[src/rtl/fetch_prefetch_pkg.sv]
`default_nettype none
// ============================================================================
// Module   : fetch_prefetch_pkg
// Brief    : Shared processor definitions for the fetch path. Holds the
//            redirect-source encoding, the NOP constant and the redirect
//            priority helper.
// Revision : 1.0 - initial release
// ============================================================================
package fetch_prefetch_pkg;

    // Which source, if any, steers the fetch PC this cycle.
    typedef enum logic [1:0] {
        SRC_NONE     = 2'd0,
        SRC_IRQ      = 2'd1,
        SRC_REDIRECT = 2'd2,
        SRC_RET      = 2'd3
    } redirect_src_e;

    // Instruction word presented to decode whenever there is nothing valid.
    localparam logic [15:0] NOP_INSTR = 16'h0000;

    // Fixed priority: interrupt beats branch/jump, which beats return.
    function automatic redirect_src_e select_redirect(
        input logic irq,
        input logic redirect,
        input logic ret_take
    );
        redirect_src_e src;
        if (irq) begin
            src = SRC_IRQ;
        end else if (redirect) begin
            src = SRC_REDIRECT;
        end else if (ret_take) begin
            src = SRC_RET;
        end else begin
            src = SRC_NONE;
        end
        return src;
    endfunction

endpackage
`default_nettype wire

[src/rtl/fetch_queue.sv]
`default_nettype none
// ============================================================================
// Module   : fetch_queue
// Brief    : Power-of-two circular instruction queue with push, pop and a
//            single-cycle flush. Push and pop together keep occupancy
//            unchanged, including when the queue is full.
// Revision : 1.0 - initial release
// ============================================================================
module fetch_queue #(
    parameter int DW    = 48,
    parameter int DEPTH = 4
) (
    input  logic                     clk,
    input  logic                     rst,
    input  logic                     flush,
    input  logic                     push,
    input  logic [DW-1:0]            push_data,
    input  logic                     pop,
    output logic [DW-1:0]            head_data,
    output logic                     full,
    output logic                     empty,
    output logic [$clog2(DEPTH):0]   count
);

    localparam int PW = $clog2(DEPTH);

    logic [DW-1:0] r_mem [DEPTH];
    logic [PW-1:0] r_wr_ptr;
    logic [PW-1:0] r_rd_ptr;
    logic [PW:0]   r_count;

    logic w_do_push;
    logic w_do_pop;

    // A full queue still accepts a push when the head leaves in the same cycle.
    assign w_do_pop  = pop && !empty;
    assign w_do_push = push && (!full || w_do_pop);

    assign full      = (r_count == (PW+1)'(DEPTH));
    assign empty     = (r_count == '0);
    assign count     = r_count;
    assign head_data = r_mem[r_rd_ptr];

    // Pointer and occupancy bookkeeping; pointers wrap naturally at DEPTH.
    always_ff @(posedge clk) begin
        if (rst || flush) begin
            r_wr_ptr <= '0;
            r_rd_ptr <= '0;
            r_count  <= '0;
        end else begin
            if (w_do_push) begin
                r_wr_ptr <= r_wr_ptr + PW'(1);
            end
            if (w_do_pop) begin
                r_rd_ptr <= r_rd_ptr + PW'(1);
            end
            r_count <= r_count + (PW+1)'(w_do_push) - (PW+1)'(w_do_pop);
        end
    end

    // Storage array; contents are only meaningful between the pointers.
    always_ff @(posedge clk) begin
        if (w_do_push && !flush && !rst) begin
            r_mem[r_wr_ptr] <= push_data;
        end
    end

endmodule
`default_nettype wire

[src/rtl/fetch_prefetch.sv]
`default_nettype none
// ============================================================================
// Module   : fetch_prefetch
// Brief    : Instruction prefetch unit. Issues sequential fetches against a
//            one-cycle instruction memory, buffers responses in a small
//            queue, and handles interrupt / branch / return redirects with
//            queue flush. Holds the fetch PC, the word-assembled return
//            register and in-flight tracking.
// Revision : 1.0 - initial release
// ============================================================================
module fetch_prefetch
    import fetch_prefetch_pkg::*;
#(
    parameter int            W          = 16,
    parameter int            AW         = 32,
    parameter int            DEPTH      = 4,
    parameter logic [AW-1:0] START_ADDR = '0,
    parameter logic [AW-1:0] ISR_ADDR   = '0
) (
    input  logic                                      clk,
    input  logic                                      rst,
    output logic                                      imem_req,
    output logic [AW-1:0]                             imem_addr,
    input  logic [W-1:0]                              imem_rdata,
    input  logic                                      redirect,
    input  logic [AW-1:0]                             redirect_addr,
    input  logic                                      irq,
    input  logic                                      pop_en,
    input  logic [(((AW/W) > 1) ? $clog2(AW/W) : 1)-1:0] pop_sel,
    input  logic [W-1:0]                              pop_word,
    input  logic                                      ret_take,
    output logic                                      out_valid,
    input  logic                                      out_ready,
    output logic [W-1:0]                              out_instr,
    output logic [AW-1:0]                             out_pc,
    output logic [AW-1:0]                             out_pc_1,
    output logic [AW-1:0]                             irq_ret_pc
);

    localparam int SLICES = AW / W;
    localparam int SELW   = (SLICES > 1) ? $clog2(SLICES) : 1;
    localparam int CW     = $clog2(DEPTH) + 1;
    localparam int DW     = AW + W;

    // Architectural state
    logic [AW-1:0] r_pc;
    logic [AW-1:0] r_ret;
    logic          r_infl_v;
    logic [AW-1:0] r_infl_pc;

    // Redirect decode
    redirect_src_e w_src;
    logic          w_redir;

    // Queue interface
    logic          w_q_push;
    logic          w_q_pop;
    logic [DW-1:0] w_q_head;
    logic          w_q_full;
    logic          w_q_empty;
    logic [CW-1:0] w_q_count;

    // Head selection and handshake
    logic [DW-1:0] w_head;
    logic          w_head_v;
    logic          w_rsp_v;
    logic          w_xfer;
    logic [CW-1:0] w_occ;
    logic          w_credit;

    assign w_src   = select_redirect(irq, redirect, ret_take);
    assign w_redir = (w_src != SRC_NONE);

    // The memory answers exactly one cycle after a request, so an in-flight
    // request is by definition the response arriving this cycle.
    assign w_rsp_v = r_infl_v;

    // Credit counts queued entries plus the one possibly in flight.
    assign w_occ    = w_q_count + CW'(r_infl_v);
    assign w_credit = (w_occ < CW'(DEPTH));

    assign imem_req  = !rst && !w_redir && w_credit;
    assign imem_addr = r_pc;

    // An empty queue lets the arriving response go straight to decode, so
    // out_valid follows the request by one cycle.
    assign w_head   = w_q_empty ? {r_infl_pc, imem_rdata} : w_q_head;
    assign w_head_v = !w_q_empty || w_rsp_v;

    assign out_valid = w_head_v && !w_redir && !rst;
    assign out_pc    = w_head[DW-1:W];
    assign out_pc_1  = w_head[DW-1:W] + AW'(1);
    assign out_instr = out_valid ? w_head[W-1:0] : W'(NOP_INSTR);
    assign w_xfer    = out_valid && out_ready;

    // A bypassed response that is consumed immediately never enters the queue.
    assign w_q_pop  = w_xfer && !w_q_empty;
    assign w_q_push = w_rsp_v && !w_redir && !rst
                      && !(w_q_empty && w_xfer)
                      && (!w_q_full || w_q_pop);

    // The resume point is taken before any flush so it names the oldest
    // instruction that has not yet reached decode.
    assign irq_ret_pc = w_head_v ? w_head[DW-1:W] :
                        r_infl_v ? r_infl_pc      :
                                   r_pc;

    fetch_queue #(
        .DW    (DW),
        .DEPTH (DEPTH)
    ) u_queue (
        .clk       (clk),
        .rst       (rst),
        .flush     (w_redir),
        .push      (w_q_push),
        .push_data ({r_infl_pc, imem_rdata}),
        .pop       (w_q_pop),
        .head_data (w_q_head),
        .full      (w_q_full),
        .empty     (w_q_empty),
        .count     (w_q_count)
    );

    // Fetch PC: redirect target wins, otherwise advance on each issued request.
    always_ff @(posedge clk) begin
        if (rst) begin
            r_pc <= START_ADDR;
        end else begin
            case (w_src)
                SRC_IRQ:      r_pc <= ISR_ADDR;
                SRC_REDIRECT: r_pc <= redirect_addr;
                SRC_RET:      r_pc <= r_ret;
                default: begin
                    if (imem_req) begin
                        r_pc <= r_pc + AW'(1);
                    end
                end
            endcase
        end
    end

    // In-flight tracker; a redirect or reset suppresses the request, so
    // nothing issued before them can be pushed afterwards.
    always_ff @(posedge clk) begin
        if (rst) begin
            r_infl_v  <= 1'b0;
            r_infl_pc <= '0;
        end else begin
            r_infl_v <= imem_req;
            if (imem_req) begin
                r_infl_pc <= r_pc;
            end
        end
    end

    // Return register assembled one W-bit slice at a time; ret_take in the
    // same cycle naturally sees the value before this write.
    always_ff @(posedge clk) begin
        if (rst) begin
            r_ret <= '0;
        end else if (pop_en) begin
            for (int k = 0; k < SLICES; k++) begin
                if (pop_sel == SELW'(k)) begin
                    r_ret[k*W +: W] <= pop_word;
                end
            end
        end
    end

endmodule
`default_nettype wire

[config.mk]
export PLATFORM = sky130hd
export DESIGN_NAME = fetch_prefetch
export DESIGN_NICKNAME = d
export VERILOG_FILES = /design/src/rtl/fetch_prefetch_pkg.sv /design/src/rtl/fetch_queue.sv /design/src/rtl/fetch_prefetch.sv
export SDC_FILE = /design/constraint.sdc
export NUM_CORES = 1
export LEC_CHECK = 0
export ABC_AREA = 1
export ABC_CLOCK_PERIOD_IN_PS = 4400
export BUFFER_PORTS_ARGS = -buffer_cell sky130_fd_sc_hd__buf_2
export CAP_MARGIN = 25
export CORE_UTILIZATION = 30
export CTS_CLUSTER_SIZE = 10
export DETAILED_ROUTE_END_ITERATION = 10
export SLEW_MARGIN = 5
export SYNTH_ARGS = -nofsm -noshare
export SYNTH_HDL_FRONTEND = slang
export SYNTH_SLANG_ARGS = --single-unit
[constraint.sdc]
create_clock -name clk -period 4.4 [get_ports clk]
set_input_delay 0.22 -clock clk [delete_from_list [all_inputs] [get_ports clk]]
set_output_delay 0.22 -clock clk [all_outputs]
set_load 0.01 [all_outputs]
Word level (Yosys, flattened, before mapping)
Memory sizes are Yosys's and may differ from the RTL's. A register that Yosys moved wholly into a read port is not among the register bits.
Index checks and enable logic that the tools add are counted.
{ "op_classes": {"magnitude_cmp": 1, "reduce_logical": 29, "mux": 13, "n_addsub": 7, "eq_ne": 4, "bitwise": 1} }
{ "op_table": {"columns": ["op", "n"], "rows": [
  ["32-bit 2-to-1 mux", 3],
  ["32-bit one-hot mux with 3 select lines", 1],
  ["32-bit by 1-bit adder with 32-bit output, second input constant", 2],
  ["48-bit 2-to-1 mux", 1],
  ["16-bit 2-to-1 mux", 1],
  ["1-bit logical AND", 15],
  ["2-bit 2-to-1 mux", 5],
  ["3-bit by 1-bit adder with 3-bit output", 2],
  ["1-bit zero test", 5],
  ["2-bit by 1-bit adder with 2-bit output, second input constant", 2],
  ["2-bit equality test, second input constant", 2],
  ["1-bit logical OR", 4],
  ["2-bit AND reduction", 2],
  ["4-bit nonzero test", 1],
  ["3-bit equality test, second input constant", 1],
  ["3-bit zero test", 1],
  ["3-bit < comparator, second input constant", 1],
  ["3-bit by 1-bit subtractor with 3-bit output", 1],
  ["2-bit by 1-bit equality test with 1-bit output, second input constant", 1],
  ["1-bit 2-to-1 mux", 2],
  ["2-bit nonzero test", 1],
  ["1-bit inverter", 1]
]} }
{ "word_totals": {"inputBits": 72, "word_cells": 64, "n_memories": 1, "ram_bits": 192, "reg_bits": 104} }
{ "mem_list": {"columns": ["name", "depth", "word_bits", "rd", "rd_clocked_by_memory_dff", "wr", "line_no", "source"], "rows": [
  ["u_queue.r_mem", 4, 48, 1, 1, 1, "fetch_queue.sv:27", "logic [DW-1:0] r_mem [DEPTH];"]
]} }

Logic depth before layout (Yosys ltp)
{ "logic_depth": {"ltp_word": 17, "ltp_mapped": 18, "depth_no_buf": 17} }

By module
A second synthesis with hierarchy kept.
{ "unflattened": {"cells_unflattened": 1751, "area_unflattened_um2": 14582.7} }
{ "by_module_without_submodules": {"columns": ["mod", "area_each_um2", "n_inst", "cells_each", "seq_area_each_um2"], "rows": [
  ["fetch_queue", 7673.6, 1, 537, 5945.7],
  ["fetch_prefetch", 6909.1, 1, 1214, 1941.9]
]} }

Worst setup path after synthesis
No wires, ideal clock.
{ "synth_path": {"path_type": "reg-to-reg", "from": "register u_queue.r_count[1], in the netlist u_queue.count[1]", "to": "memory u_queue.r_mem[0][0] (enable)", "required_ns": 3.946, "arrival_ns": 3.477, "stages_incl_launch_ff": 14, "setup_time_ns": 0.454, "synth_period_minus_slack_ns": 3.930, "setup_slack_ns": 0.470, "path_cell_list": "dfxtp_1 > nor2_2 > nand2_4 > buf_6 > nor2_2 > inv_2 > nand2_1 > nor2_1 > nand2_1 > o21ai_1 > nand2_1 > inv_2 > nand2_2 > nor2_1"} }
{ "synth_via": {"elab_chain_len": 15, "word_cells_on_any_way": 21} }
{ "synth_lines": {"columns": ["element", "line_no", "source"], "rows": [
  ["from (decl)", "fetch_queue.sv:30", "logic [PW:0] r_count;"],
  ["from (signal assigned)", "fetch_queue.sv:57", "r_count <= r_count + (PW+1)'(w_do_push) - (PW+1)'(w_do_pop);"],
  ["3-bit zero test", "fetch_queue.sv:40", "assign empty = (r_count == '0);"],
  ["1-bit zero test", "fetch_queue.sv:36, fetch_prefetch.sv:88, fetch_prefetch.sv:97", null],
  ["1-bit logical OR", "fetch_prefetch.sv:88", "assign w_head_v = !w_q_empty || w_rsp_v;"],
  ["1-bit logical AND (2 in series)", "fetch_prefetch.sv:90", "assign out_valid = w_head_v && !w_redir && !rst;"],
  ["1-bit logical AND", "fetch_prefetch.sv:94", "assign w_xfer = out_valid && out_ready;"],
  ["1-bit logical AND", "fetch_prefetch.sv:99", "&& !(w_q_empty && w_xfer)"],
  ["1-bit zero test", "fetch_prefetch.sv:99", null],
  ["1-bit logical AND", "fetch_prefetch.sv:99", null],
  ["1-bit logical AND", "fetch_prefetch.sv:100", "&& (!w_q_full || w_q_pop);"],
  ["1-bit logical AND *", "fetch_queue.sv:37", "assign w_do_push = push && (!full || w_do_pop);"],
  ["1-bit logical AND * (2 in series)", "fetch_queue.sv:63", "if (w_do_push && !flush && !rst) begin"],
  ["1-bit 2-to-1 mux *", "fetch_queue.sv:63", null],
  ["1-bit 2-to-1 mux (implied by the code) *", "fetch_queue.sv:64", "r_mem[r_wr_ptr] <= push_data;"],
  ["to (decl)", "fetch_queue.sv:27", null]
]} }
Every way passes the cells marked *; elsewhere a longest branch is shown, timed or not.

Worst setup path in the final report
{ "layout_path": {"from": "register u_queue.r_count[1], in the netlist u_queue.count[1]", "to": "output port out_pc_1[14]"} }
{ "layout_via": {"elab_chain_len": 3} }
{ "layout_lines": {"columns": ["element", "line_no", "source"], "rows": [
  ["3-bit zero test", "fetch_queue.sv:40", null],
  ["48-bit 2-to-1 mux", "fetch_prefetch.sv:87", "assign w_head = w_q_empty ? {r_infl_pc, imem_rdata} : w_q_head;"],
  ["32-bit by 1-bit adder with 32-bit output", "fetch_prefetch.sv:92", "assign out_pc_1 = w_head[DW-1:W] + AW'(1);"],
  ["to (decl)", "fetch_prefetch.sv:36", "output logic [AW-1:0] out_pc_1,"]
]} }
Every way passes these cells.

==> results.yml <==
synth:
  syn_area_um2: 15300
  yosysWarnings: 0
  ys_types: 46
  ys_seq_elements: 298
  avgSynthCellArea_um2: 8.14
  syn_inst: 1876
  synth_seq_area_share_pct: 51.6
  async_flop_share_pct: 0
  syn_nets: 1957
  synth_edf_count: 192
  synthFlopType: "edfxtp_1"
floorplan:
  dieArea_um2: 51800
  chipHeight_um: 228
  core_region_area_um2: 50200
  die_w_um: 228
  boundaryPins: 218
  num_rows: 82
  start_util_pct: 30.5
global_route:
  grt_max_degree: 63
  track_usage_pct: 19.6
  grt_pass1_wl_um: 76000
  grt_pass1_vias: 12656
  antenna_found_initial: 0
  overflow: 0
clock_network:
  root_buffer: "clkbuf_16"
  clock_sinks: 298
  cts_buffers: 37
  clockBufferDepth: 3
  clk_latency_ps: 530
  clkTransAtPathRegs_ps: 60
  ctsHoldBuffers: 31
  cts_tree: "built"
  cts_setup_buffers: 0
  h-tree-depth: 2
  cts_resized: 0
final_layout:
  final_util_pct: 36.7
  fillers: 5134
  nets: 2177
  area.growth.synth_to_final_pct: 20.5
  final_cell_mix: "461 x nand2_1, 217 x buf_2, 216 x inv_1"
  final_common_cell: "nand2_1"
  drive_gt1_share_pct: 17.3
  design_area_um2: 18400
power_and_ir_drop:
  leakagePower_uw: 0.00773
  pwr-share-comb_pct: 6.5
  power_density_nw_per_um2: 350
  power_frac_clock_pct: 45.8
  p_sw_uw: 1480
  internal_power_uw: 4970
  seqPwrFrac_pct: 47.7
  peakVddDrop_v: 0.000224
  sw_frac_of_total_pct: 22.9
setup_path:
  path_class: "reg -> out"
  cp.required_ps: 4180
  arrival_ps: 3710
  start_kind: "flip-flop"
  crit_fanout: 52
  endpoint_kind: "primary output"
placed_design:
  place_area_um2: 16900
  place_ws_ps: 890
  gp_congestion: 0.909
  hpwlAfterDp_um: 36100
  io_buffer_count: 217
job:
  max_cap_violations: 0
sta:
  final-max-slew-violation-count: 0
  finalSetupViolCount: 0
  layout_setup_ws_ps: 467
  hold_viol_final: 0
  finClkSkew_ps: 25.6
  period_share_pct: 89.4
  grt_setup_unrepaired: "false"
  fin_crit_ps: 3930
  worstMarginPinSlew_ps: 813
  fmax_mhz: 254
  max-slew-margin-rel_pct: 45.8
  finalSetupTns_ps: 0
drt:
  drt_iter0_drc: 1167
  wl_um: 51200
  postRouteAntennaNets: 0
  dr.pass1.iters: 6
  vias: 13546
  viasPerCell: 4.85
  avgRoutedWirePerCell_um: 18.3
  drc_errors: 0
outcome:
  status: "finished, final reports clean"
hold_path:
  worstHoldPathType: "in -> reg"
-- Yosys cell counts, types with 2 or more instances --
cell	n	area share, %
nand2_2	32	1.3
nand2_1	461	11
nor3_1	10	0.33
nand2_4	2	0.15
buf_2	27	0.88
xnor2_1	3	0.17
nor2_4	3	0.22
buf_4	4	0.20
o21ai_1	8	0.26
nor2_2	20	0.82
clkbuf_1	43	1.1
inv_1	217	5.3
clkinv_1	3	0.074
nand4_1	18	0.74
a32o_1	16	1.0
ha_1	8	0.66
o21bai_1	3	0.15
nor2_1	220	5.4
o221a_1	14	1.0
o21ai_0	180	5.9
o221a_2	2	0.15
nand3_1	124	4.1
inv_2	4	0.098
o311ai_0	2	0.11
a211oi_1	2	0.098
o211ai_1	7	0.34
a21oi_1	69	2.3
or2_2	9	0.37
nand3_2	2	0.13
a31oi_1	3	0.12
buf_6	14	1.0
xor2_1	28	1.6
edfxtp_1	192	38
dfxtp_1	106	14
inv_4	2	0.082
or2_1	3	0.12
or2_0	4	0.16
buf_1	2	0.049
nor4_1	2	0.082
-- sequential cells by signal (all words and copies together) (netlist names), named ones only --
name	count
r_infl_pc	32
imem_addr	32
r_infl_v	1
u_queue.count	3
u_queue.r_wr_ptr	2
u_queue.r_mem	192
r_ret	32
u_queue.r_rd_ptr	2
-- power by group through the flow --
stage | clock, uW | combinational [uW] | sequential (uW)
global route | 3150 | 464 | 3080
finish | 2950 | 421 | 3080
CTS | 3010 | 420 | 3070
global placement | 0 | 394 | 3130
detailed placement | 0 | 397 | 3130
floorplan | 0 | 205 | 3110
-- per-layer routing --
layer | up-vias | track usage [%] | wire [um]
met4 | 0 | 8.59 | 2120
li1 | 6614 | - | -
met3 | 97 | 5.36 | 4420
met5 | - | 0 | 0
met1 | 6336 | 24.9 | 21400
met2 | 499 | 31.0 | 23200
-- cell families after synthesis --
group           Yosys count  synth area share [%]
simple gates            911                  25.3
compound gates          311                  11.7
fa+ha+maj                 9                 0.786
xor+xnor                 31                  1.78
buf+inv                 316                  8.80
flops                   298                  51.6
-- final cells by class --
class | instances | area [um^2] | share of cell area (%)
Antenna cell | 1 | 2.50 | 0.0136
Timing Repair Buffer | 271 | 1580 | 8.59
Tap cell | 672 | 841 | 4.57
Clock inverter | 5 | 110 | 0.598
Clock buffer | 60 | 1050 | 5.72
Multi-Input combinational cell | 1262 | 6080 | 33.0
Sequential cell | 298 | 7890 | 42.9
Inverter | 226 | 853 | 4.64
-- through the flow --
stage,hold WS (ps),power [uW],cells
after floorplan,319,3320,1876
after global placement,442,3520,2698
after detailed placement,447,3530,2698
after CTS,10.0,6510,2794
after global routing,19.9,6690,2794
final,22.1,6450,2795
-- worst max-delay path, cell delays in order, from the launching register on --
cell and delay [ps]:
dfxtp_1 390, nor2_2 180, nand2_4 340, inv_4 490, nand2_1 120, nand2_2 170
ha_1 250, inv_1 110, nor2_2 190, nand2_1 130, nor2_2 210, xor2_1 360
buf_2 210
-- path summary, 6_finish.rpt --
path | depth (start not counted) | from | to | slack, ps
max | 12 | u_queue.count[1]$_SDFF_PN0_ | out_pc_1[14] | 470
min | 3 | pop_word[8] | r_ret[8]$_SDFFE_PP0P_ | 20
max reg2reg | 13 | u_queue.count[1]$_SDFF_PN0_ | u_queue.r_mem[3][15]$_DFFE_PP_ | 870
min reg2reg | 2 | r_ret[25]$_SDFFE_PP0P_ | r_ret[25]$_SDFFE_PP0P_ | 450
Note: power is estimated with default switching activity, not from simulation.
